==> config.mk <==
export PLATFORM = sky130hd
export DESIGN_NAME = flag_reg_sync
export DESIGN_NICKNAME = d
export VERILOG_FILES = /design/src/rtl/flag_reg_pkg.sv /design/src/rtl/flag_reg_sync_chain.sv /design/src/rtl/flag_reg_sync.sv
export SDC_FILE = /design/constraint.sdc
export NUM_CORES = 1
export LEC_CHECK = 0
export ABC_AREA = 1
export CORE_MARGIN = 4
export CORE_UTILIZATION = 55
export CTS_CLUSTER_DIAMETER = 60
export DETAILED_ROUTE_END_ITERATION = 12
export DONT_BUFFER_PORTS = 1
export GPL_ROUTABILITY_DRIVEN = 0
export HOLD_SLACK_MARGIN = 0.03
export PLACE_DENSITY = 0.7
export RECOVER_POWER = 100
export SYNTH_ARGS = -nofsm -noshare
export SYNTH_HDL_FRONTEND = slang
export SYNTH_HIERARCHICAL = 1
export SYNTH_SLANG_ARGS = --single-unit
==> constraint.sdc <==
create_clock -name clk -period 1.6 [get_ports clk]
set_input_delay 0.32 -clock clk [delete_from_list [all_inputs] [get_ports clk]]
set_output_delay 0.32 -clock clk [all_outputs]
set_load 0.03 [all_outputs]
==> src/rtl/flag_reg_pkg.sv <==
// Shared constants and helpers for the status-line synchroniser / event latch.
package flag_reg_pkg;

    localparam int FLAG_MAX_WIDTH = 32;

    // Per-bit 0->1 transition from prev to cur, qualified by mask.
    // Falling edges are obtained by passing inverted prev/cur.
    function automatic logic [FLAG_MAX_WIDTH-1:0] edge_vec(
        input logic [FLAG_MAX_WIDTH-1:0] prev,
        input logic [FLAG_MAX_WIDTH-1:0] cur,
        input logic [FLAG_MAX_WIDTH-1:0] mask
    );
        return ~prev & cur & mask;
    endfunction

endpackage

==> src/rtl/flag_reg_sync_chain.sv <==
// Single-bit multi-stage synchroniser. s[0] is the only flop that samples
// the asynchronous input; q_pre exposes the stage before q so the parent
// can form registered edge pulses that line up with q.
module sync_chain #(
    parameter int   STAGES   = 2,
    parameter logic INIT_BIT = 1'b0
) (
    input  logic clk,
    input  logic clr_n,
    input  logic d,
    output logic q,
    output logic q_pre
);

    if (STAGES < 2) begin : g_bad_stages
        $error("sync_chain: STAGES must be at least 2");
    end

    (* ASYNC_REG = "TRUE" *) logic [STAGES-1:0] s;

    // Shift the raw input through the chain; reset loads the channel's init level.
    always_ff @(posedge clk) begin
        if (!clr_n) begin
            s <= {STAGES{INIT_BIT}};
        end else begin
            s <= {s[STAGES-2:0], d};
        end
    end

    assign q     = s[STAGES-1];
    assign q_pre = s[STAGES-2];

endmodule

==> src/rtl/flag_reg_sync.sv <==
// WIDTH-channel synchroniser with registered rise/fall pulses, sticky
// event flags (W1C, set dominates clear) and a registered interrupt.
module flag_reg_sync
    import flag_reg_pkg::*;
#(
    parameter int               WIDTH     = 8,
    parameter int               STAGES    = 2,
    parameter logic [WIDTH-1:0] INIT      = '0,
    parameter logic [WIDTH-1:0] RISE_MASK = '1,
    parameter logic [WIDTH-1:0] FALL_MASK = '0
) (
    input  logic             clk,
    input  logic             clr_n,
    input  logic [WIDTH-1:0] d,
    output logic [WIDTH-1:0] q,
    output logic [WIDTH-1:0] rise,
    output logic [WIDTH-1:0] fall,
    output logic [WIDTH-1:0] flag,
    input  logic [WIDTH-1:0] flag_set,
    input  logic [WIDTH-1:0] flag_clr,
    input  logic [WIDTH-1:0] irq_en,
    output logic             irq
);

    if (WIDTH < 1 || WIDTH > FLAG_MAX_WIDTH) begin : g_bad_width
        $error("flag_reg_sync: WIDTH must be in 1..32");
    end

    logic [WIDTH-1:0] q_pre;
    logic [WIDTH-1:0] rise_next;
    logic [WIDTH-1:0] fall_next;
    logic [WIDTH-1:0] ev;

    for (genvar i = 0; i < WIDTH; i++) begin : g_chan
        sync_chain #(
            .STAGES  (STAGES),
            .INIT_BIT(INIT[i])
        ) u_sync (
            .clk  (clk),
            .clr_n(clr_n),
            .d    (d[i]),
            .q    (q[i]),
            .q_pre(q_pre[i])
        );
    end

    // The stage feeding q already holds the next level, so comparing it with q
    // gives edges one cycle early; registering them aligns pulses with q.
    assign rise_next = q_pre & ~q;
    assign fall_next = ~q_pre & q;

    assign ev = WIDTH'(edge_vec(FLAG_MAX_WIDTH'(q), FLAG_MAX_WIDTH'(q_pre),
                                FLAG_MAX_WIDTH'(RISE_MASK)))
              | WIDTH'(edge_vec(FLAG_MAX_WIDTH'(~q), FLAG_MAX_WIDTH'(~q_pre),
                                FLAG_MAX_WIDTH'(FALL_MASK)));

    // Edge pulses, sticky flags (set/event wins over clear) and interrupt.
    always_ff @(posedge clk) begin
        if (!clr_n) begin
            rise <= '0;
            fall <= '0;
            flag <= '0;
            irq  <= 1'b0;
        end else begin
            rise <= rise_next;
            fall <= fall_next;
            flag <= (flag & ~flag_clr) | ev | flag_set;
            irq  <= |(flag & irq_en);
        end
    end

endmodule

[Yosys cells after proc, flatten, opt, wreduce, memory -nomap -nowiden]
Index checks and enable logic that the tools add are counted.
Word-level totals
  bits in latches: 0
  input port bits: 34
  memories kept: 0
  memory bits (writable): 0
  output and inout port bits: 33
  register bits after elaboration: 41
  ROM bits: 0
  logic and storage cells: 24
Cells by class
  $add $sub $neg: 0
  bitwise logic cells: 11
  shift operators: 0
  eq/ne operators: 0
  divide/modulo/power cells: 0
  reduce and logical (&&, ||, !) cells: 1
  multipliers: 0
  magnitude comparators: 0
  mux-type cells: 0
Operator list (number)
  8-bit bitwise AND: 5
  8-bit NOT: 4
  8-bit bitwise OR: 2
  8-bit OR reduction: 1

[Logic depth before layout (Yosys ltp)]
Gate-level depths: netlist (run 1).
  depth after elaboration: 4
  gate-level depth with buffers: 4
  mapped depth without buffers: 4

[Cells and area by module]
Netlist (run 1), hierarchy kept.
By module, submodules not included
  flag_reg_sync: times used 1, area an instance 908.4 µm², cells an instance 99, seq. area each 500.5 µm²
  sync_chain: times used 8, area an instance 55.1 µm², cells an instance 6, seq. area each 40.0 µm²

[Worst setup path after synthesis (run 1)]
No wires, ideal clock.
  kind: register -> register
  start: register g_chan[1].u_sync.s[1]
  end: register flag[1]
  slack: 0.708 ns
  cell stages (with the launch flop): 4
  arrival: 0.772 ns
  path buffers: 0
  data required time: 1.481 ns
  library setup time: 0.119 ns
  period minus slack after synthesis: 0.892 ns
  cell sequence: dfxtp_1 -> inv_1 -> nand2_1 -> a21oi_2
On the way
  cells in the longest elaborated chain, start to end: 4
Ends and longest elaborated chain
  from (decl): RTL line flag_reg_sync_chain.sv:19  | (* ASYNC_REG = "TRUE" *) logic [STAGES-1:0] s;
  from (signal assigned): RTL line flag_reg_sync_chain.sv:24  | s <= {STAGES{INIT_BIT}};
  from (signal assigned): RTL line flag_reg_sync_chain.sv:26  | s <= {s[STAGES-2:0], d};
  8-bit NOT
  8-bit bitwise AND: RTL line flag_reg_pkg.sv:13  | return ~prev & cur & mask;
  8-bit bitwise OR (2 in a row): RTL line flag_reg_sync.sv:67  | flag <= (flag & ~flag_clr) | ev | flag_set;
  to (signal assigned): RTL line flag_reg_sync.sv:67
  to (decl): RTL line flag_reg_sync.sv:18  | output logic [WIDTH-1:0] flag,
Every way passes these cells.
A chain may end at the register's enable or synchronous reset.

[Final worst setup path (run 1)]
  start: register flag[2]
  end: output port flag[2]
No word-level cell between the ends.

==> results of run 1 <==
[cells in the final DEF, fill, tap and decap left out]
cell type / Yosys / routed
nand2_1: 36 / 36
dfxtp_1: 41 / 41
clkbuf_4: 0 / 5
a21oi_4: 1 / 1
clkinv_2: 0 / 1
a21oi_1: 8 / 11
nor3_1: 5 / 5
inv_2: 1 / 1
inv_1: 32 / 32
nor3_4: 3 / 3
nor2_1: 10 / 10
a21oi_2: 8 / 5
clkbuf_8: 0 / 2
[final cells by class]
class                   instances  area, sq um  area share
clock buffers                   7         65.1      0.0461
clock inverters                 1         5.00     0.00355
inverters                      33          124      0.0878
multi-input cells              71          362       0.256
flip-flops and latches         41          821       0.582
well taps                      28         35.0      0.0248
[Yosys cell counts (all sizes together)]
master / number / area, sq um
dfxtp: 41 / 821
nand2: 36 / 135
inv: 33 / 124
a21oi: 17 / 126
nor2: 10 / 37.5
nor3: 8 / 73.8
buf: 2 / 31.3
[routing by layer]
metal  vias up  track usage
met5         -            0
met4         0        0.109
met3        10       0.0679
met2        52        0.240
met1       384        0.155
li1        445            -
[kinds of logic (layout without fill, tap and decap cells)]
kind of cell | Yosys count | after routing | share of synthesized area
DFF | 41 | 41 | 0.609
and+or+nand+nor | 54 | 54 | 0.183
AOI/OAI and AO/OA | 17 | 17 | 0.0937
buffers and inverters | 35 | 41 | 0.115
[power by group through the flow]
stage | combinational [mW] | clock, mW | sequential [mW]
3_3_place_gp | 0.0927 | 0 | 1.21
2_1_floorplan | 0.0902 | 0 | 1.20
3_5_place_dp | 0.0965 | 0 | 1.21
4_1_cts | 0.0970 | 0.592 | 1.18
5_1_grt | 0.106 | 0.638 | 1.19
6_report | 0.0918 | 0.568 | 1.18
[state kept, by name (all words and copies together) (netlist names)]
signal,flops
flag,8
g_chan.u_sync/s,16
irq,1
fall,8
rise,8
[stage by stage]
| stage | std cells | total power [mW] | util | worst slack (ns) | hold slack [ns] |
|---|---|---|---|---|---|
| CTS | 181 | 1.87 | 0.625 | 0.352 | 0.0444 |
| floorplan | 147 | 1.29 | - | 0.708 | 0.413 |
| global route | 181 | 1.93 | 0.620 | 0.330 | 0.0477 |
| finish | 181 | 1.84 | 0.620 | 0.383 | 0.0620 |
| detailed placement | 173 | 1.30 | 0.594 | 0.589 | 0.419 |
| global placement | 173 | 1.30 | 0.594 | 0.612 | 0.415 |
[final timing paths]
| check | startpoint | to | slack (ns) | cells past startpoint |
|---|---|---|---|---|
| setup reg to reg | g_chan[3].u_sync/s[1] | flag[3] | 0.61 | 3 |
| hold / removal | clr_n | g_chan[3].u_sync/s[1] | 0.06 | 2 |
| setup / recovery | flag[2] | flag[2] | 0.38 | 0 |
| hold reg to reg | g_chan[6].u_sync/s[0] | g_chan[6].u_sync/s[1] | 0.46 | 2 |
==> metrics.yaml, run 1 <==
run_status:
  status: "complete, no violations"
power_and_ir_drop:
  seqPwrFrac: 0.642
  switchingPower_uw: 483
  worst_ir_drop_vdd_mv: 0.933
  pwr-share-clk: 0.309
  pwr-share-comb: 0.050
  leakagePower_nw: 0.715
  power_density_nw_per_um2: 1310
  swShare: 0.262
  internal_power_mw: 1.36
floorplanning:
  dieArea_sq_um: 3310
  io_pins: 67
  dieWidth_um: 57.5
  start_util: 0.593
  die_y_um: 57.5
  core_area_sq_um: 2280
  rows: 17
final_layout:
  drive_gt1_frac: 0.118
  nFillCells: 202
  final_cell_area_sq_um: 1410
  antenna_cells: 0
  fin_nets: 186
  area_growth_pct: 4.64
yosys:
  ys_seq_area_frac: 0.609
  synthCells: 147
  synth_warnings: 6
  synth_fp_nets: 181
  synth_cell_type_count: 12
  synth.avg_cell_area_sq_um: 9.18
  synth-seq-cells: 41
  netlist_area_sq_um: 1350
clock_network:
  clk_latency_ns: 0.34
  cts_hold_buf: 0
  cts_buffer_depth: 2
  cts_setup_buffers: 0
  cts_sinks: 41
  cts-root-buf: "clkbuf_4"
  htreeDepth: 2
  cts_buffers: 5
  tritoncts: "yes"
  cts-resized-gates: 0
  path_clk_slew_ns: 0.11
route:
  vias: 891
  detail_route.wl_per_cell_um: 13.1
  vias_per_cell: 4.92
  wl_met1_um: 936
  drc_errors: 0
  antenna_left: 0
  first_pass_iters: 4
  dr_wl_met3_um: 265
  drt-initial-drc-count: 20
  wl_met2_mm: 1.09
  maxUsedRoutingLayer: "met4"
  wl_mm: 2.38
timing:
  fin_setup_tns_ns: 0
  max-slew-margin-rel: 0.618
  max_freq_mhz: 821
  setup_violations: 0
  worstMarginPinSlew_ns: 0.572
  finalClockSkew_ns: 0.00359
  grt_setup_unrepaired: "no"
  period_minus_slack_ns: 1.22
  period_share: 0.761
  hold_viol_final: 0
  slew_violations: 0
worst_hold_path:
  hp-class: "in2reg"
placed_design:
  portBuffers: 0
  post-dp-hpwl_mm: 1.79
  place_area_sq_um: 1350
setup_path:
  cp-end-kind: "primary output"
  path_class: "reg2out"
  cp_max_fo: 3
  cp-start-kind: "flip-flop"
  cp.required_ns: 1.28
  arrival_ns: 0.90
global_route:
  antenna_found_initial: 0
  grt_pass1_vias: 813
  grt_pass1_wl_mm: 3.61
  grt_max_degree: 26
  grt-ovfl-total: 0
  grtUsageTotal: 0.151
job:
  drv_cap: 0
No activity file was read; power rests on OpenSTA's default activity.
==> inputs of run 2 (changes only) <==
--- a/config.mk
+++ b/config.mk
@@ -7,13 +7,13 @@
 export LEC_CHECK = 0
 export ABC_AREA = 1
 export CORE_MARGIN = 4
-export CORE_UTILIZATION = 55
+export CORE_UTILIZATION = 53
 export CTS_CLUSTER_DIAMETER = 60
 export DETAILED_ROUTE_END_ITERATION = 12
 export DONT_BUFFER_PORTS = 1
 export GPL_ROUTABILITY_DRIVEN = 0
 export HOLD_SLACK_MARGIN = 0.03
-export PLACE_DENSITY = 0.7
+export PLACE_DENSITY = 0.71
 export RECOVER_POWER = 100
 export SYNTH_ARGS = -nofsm -noshare
 export SYNTH_HDL_FRONTEND = slang
==> constraint.sdc (replaced) <==
create_clock -name clk -period 1 [get_ports clk]
set_input_delay 0.2 -clock clk [delete_from_list [all_inputs] [get_ports clk]]
set_output_delay 0.2 -clock clk [all_outputs]
set_load 0.03 [all_outputs]
==> metrics.yaml, run 2 (synthesized netlist as in run 1, its figures left out) <==
setup_path:
  arrival_ns: 0.83  # -0.07 ns
  path_class: "reg2out"
  slowest_stage: "dfxtp_1"
  cp-start-kind: "flip-flop"
  cp.required_ns: 0.80  # -0.48 ns
  path_delay_family: "flip-flops"
  worst_path_largest_cell_delay_ns: 0.36
  cp_max_fo: 2  # -1
  path_buf_inv: 1
  crit_chain: "buf_6"
  cp-end-kind: "primary output"
route:
  drt-initial-drc-count: 18  # -10%
  antenna_left: 0  # unchanged
  vias_per_cell: 4.72  # -4.1%
  wl_mm: 3.06  # +29%
  vias: 1062  # +19%
  detail_route.wl_per_cell_um: 13.6  # +3.5%
  drc_errors: 0  # unchanged
  first_pass_iters: 4  # unchanged
floorplanning:
  start_util: 0.549  # -0.0432
  io_pins: 67  # unchanged
  die_y_um: 58.4  # +1.6%
  rows: 18  # +1
  dieWidth_um: 58.4  # +1.6%
  core_area_sq_um: 2450  # +7.9%
  dieArea_sq_um: 3420  # +3.2%
placed_design:
  post-dp-hpwl_mm: 1.88  # +5.4%
  dp_cells: 193  # +12%
  post-place-ws_ns: 0.259  # -0.329 ns
  place_area_sq_um: 1500  # +11%
  portBuffers: 0  # unchanged
final_layout:
  regMostFlops: "g_chan.u_sync/s"
  antenna_cells: 0  # unchanged
  nFillCells: 163  # -19%
  final_cell_area_sq_um: 1950  # +38%
  largest_reg_flops: 16  # unchanged
  fin_util: 0.793  # +0.173
  final_cell_mix: "36 x nand2_1, 32 x inv_1, 16 x dfxtp_2, 16 x dlygate4sd3_1, 16 x buf_6"
  mostFrequentLayoutCell: "nand2_1"
  fin_nets: 228  # +23%
  drive_gt1_frac: 0.390  # +0.272
  area_growth_pct: 44.3
  stdcell_count: 225  # +24%
clock_network:
  tritoncts: "yes"
  cts_buffers: 5  # unchanged
  cts-root-buf: "clkbuf_4"
  cts_sinks: 41  # unchanged
  path_clk_slew_ns: 0.11  # about the same
  clk_latency_ns: 0.33  # about the same
  cts_buffer_depth: 2  # unchanged
  htreeDepth: 2  # unchanged
power_and_ir_drop:
  power.total_mw: 3.30  # +79%
  power_density_nw_per_um2: 1690  # +30%
  leakagePower_nw: 0.953  # +33%
  worst_ir_drop_vdd_mv: 1.70  # +82%
timing:
  slew_violations: 0  # unchanged
  period_share: 1.03
  finalClockSkew_ns: 0.00812  # +0.00452 ns
  hold_ws_ns: 0.0939  # +0.0318 ns
  period_minus_slack_ns: 1.03
  worstMarginPinSlew_ns: 0.605  # +0.0327 ns
  setup_violations: 13  # +13
  max_freq_mhz: 973
  hold_viol_final: 0  # unchanged
  fin_setup_tns_ns: -0.173  # -0.173 ns
  grt_setup_unrepaired: "yes"
  setup_slack_ns: -0.0279  # -0.410 ns
  max-slew-margin-rel: 0.597  # -0.0212
global_route:
  grtUsageTotal: 0.191  # +0.0406
  grt_pass1_vias: 1059  # +30%
  grt_max_degree: 18  # -31%
  grt_pass1_wl_mm: 4.76  # +32%
  antenna_found_initial: 0  # unchanged
  grt-ovfl-total: 0  # unchanged
worst_hold_path:
  hp-class: "in2reg"
job:
  drv_cap: 0  # unchanged
run_status:
  violations: "setup timing"
  status: "finished, violations left"
[run 2: final timing paths]
check	from	to	slack [ns]	cells after the start
setup / recovery	g_chan[3].u_sync/s[1]	q[3]	-0.03	1
hold / removal	flag_clr[1]	flag[1]	0.09	3
setup reg to reg	flag[3]	irq	0.10	5
hold reg to reg	g_chan[6].u_sync/s[0]	fall[6]	0.45	1
[run 2: routing by layer]
metal,global-route usage,up-vias,wire (um)
met1,0.194,476,1090
li1,-,529,-
met2,0.343,50,1690
met4,0.0795,0,60
met5,0,-,0
met3,0.0789,7,220
[run 2: layout make-up]
type                            count  area, sq um  area share
Sequential cell                    41          897       0.461
Timing Repair Buffer               42          430       0.221
Multi-Input combinational cell     71          373       0.192
Inverter                           33          124      0.0636
Clock buffer                        7         55.1      0.0283
Tap cell                           30         37.5      0.0193
Clock inverter                      1         30.0      0.0154
[run 2: power by group]
group	switching [mW]	internal (mW)
logic	0.222	0.203
registers	0.103	1.70
clock network	0.474	0.597
[run 2: timing repair]
item | 4_1_cts | 5_1_grt
hold endpoints to repair | 22 | 2
endpoints found under the setup margin | 33 | 48
gates resized for setup | 49 | 16
hold buffers | 15 | 2
gates cloned | 0 | 0
pin swaps | 0 | 0
setup buffers | 5 | 2
[run 2: worst min-delay path, stage by stage]
cell	delay, ns
inv_1	0.03
a21oi_1	0.06
a21oi_2	0.10
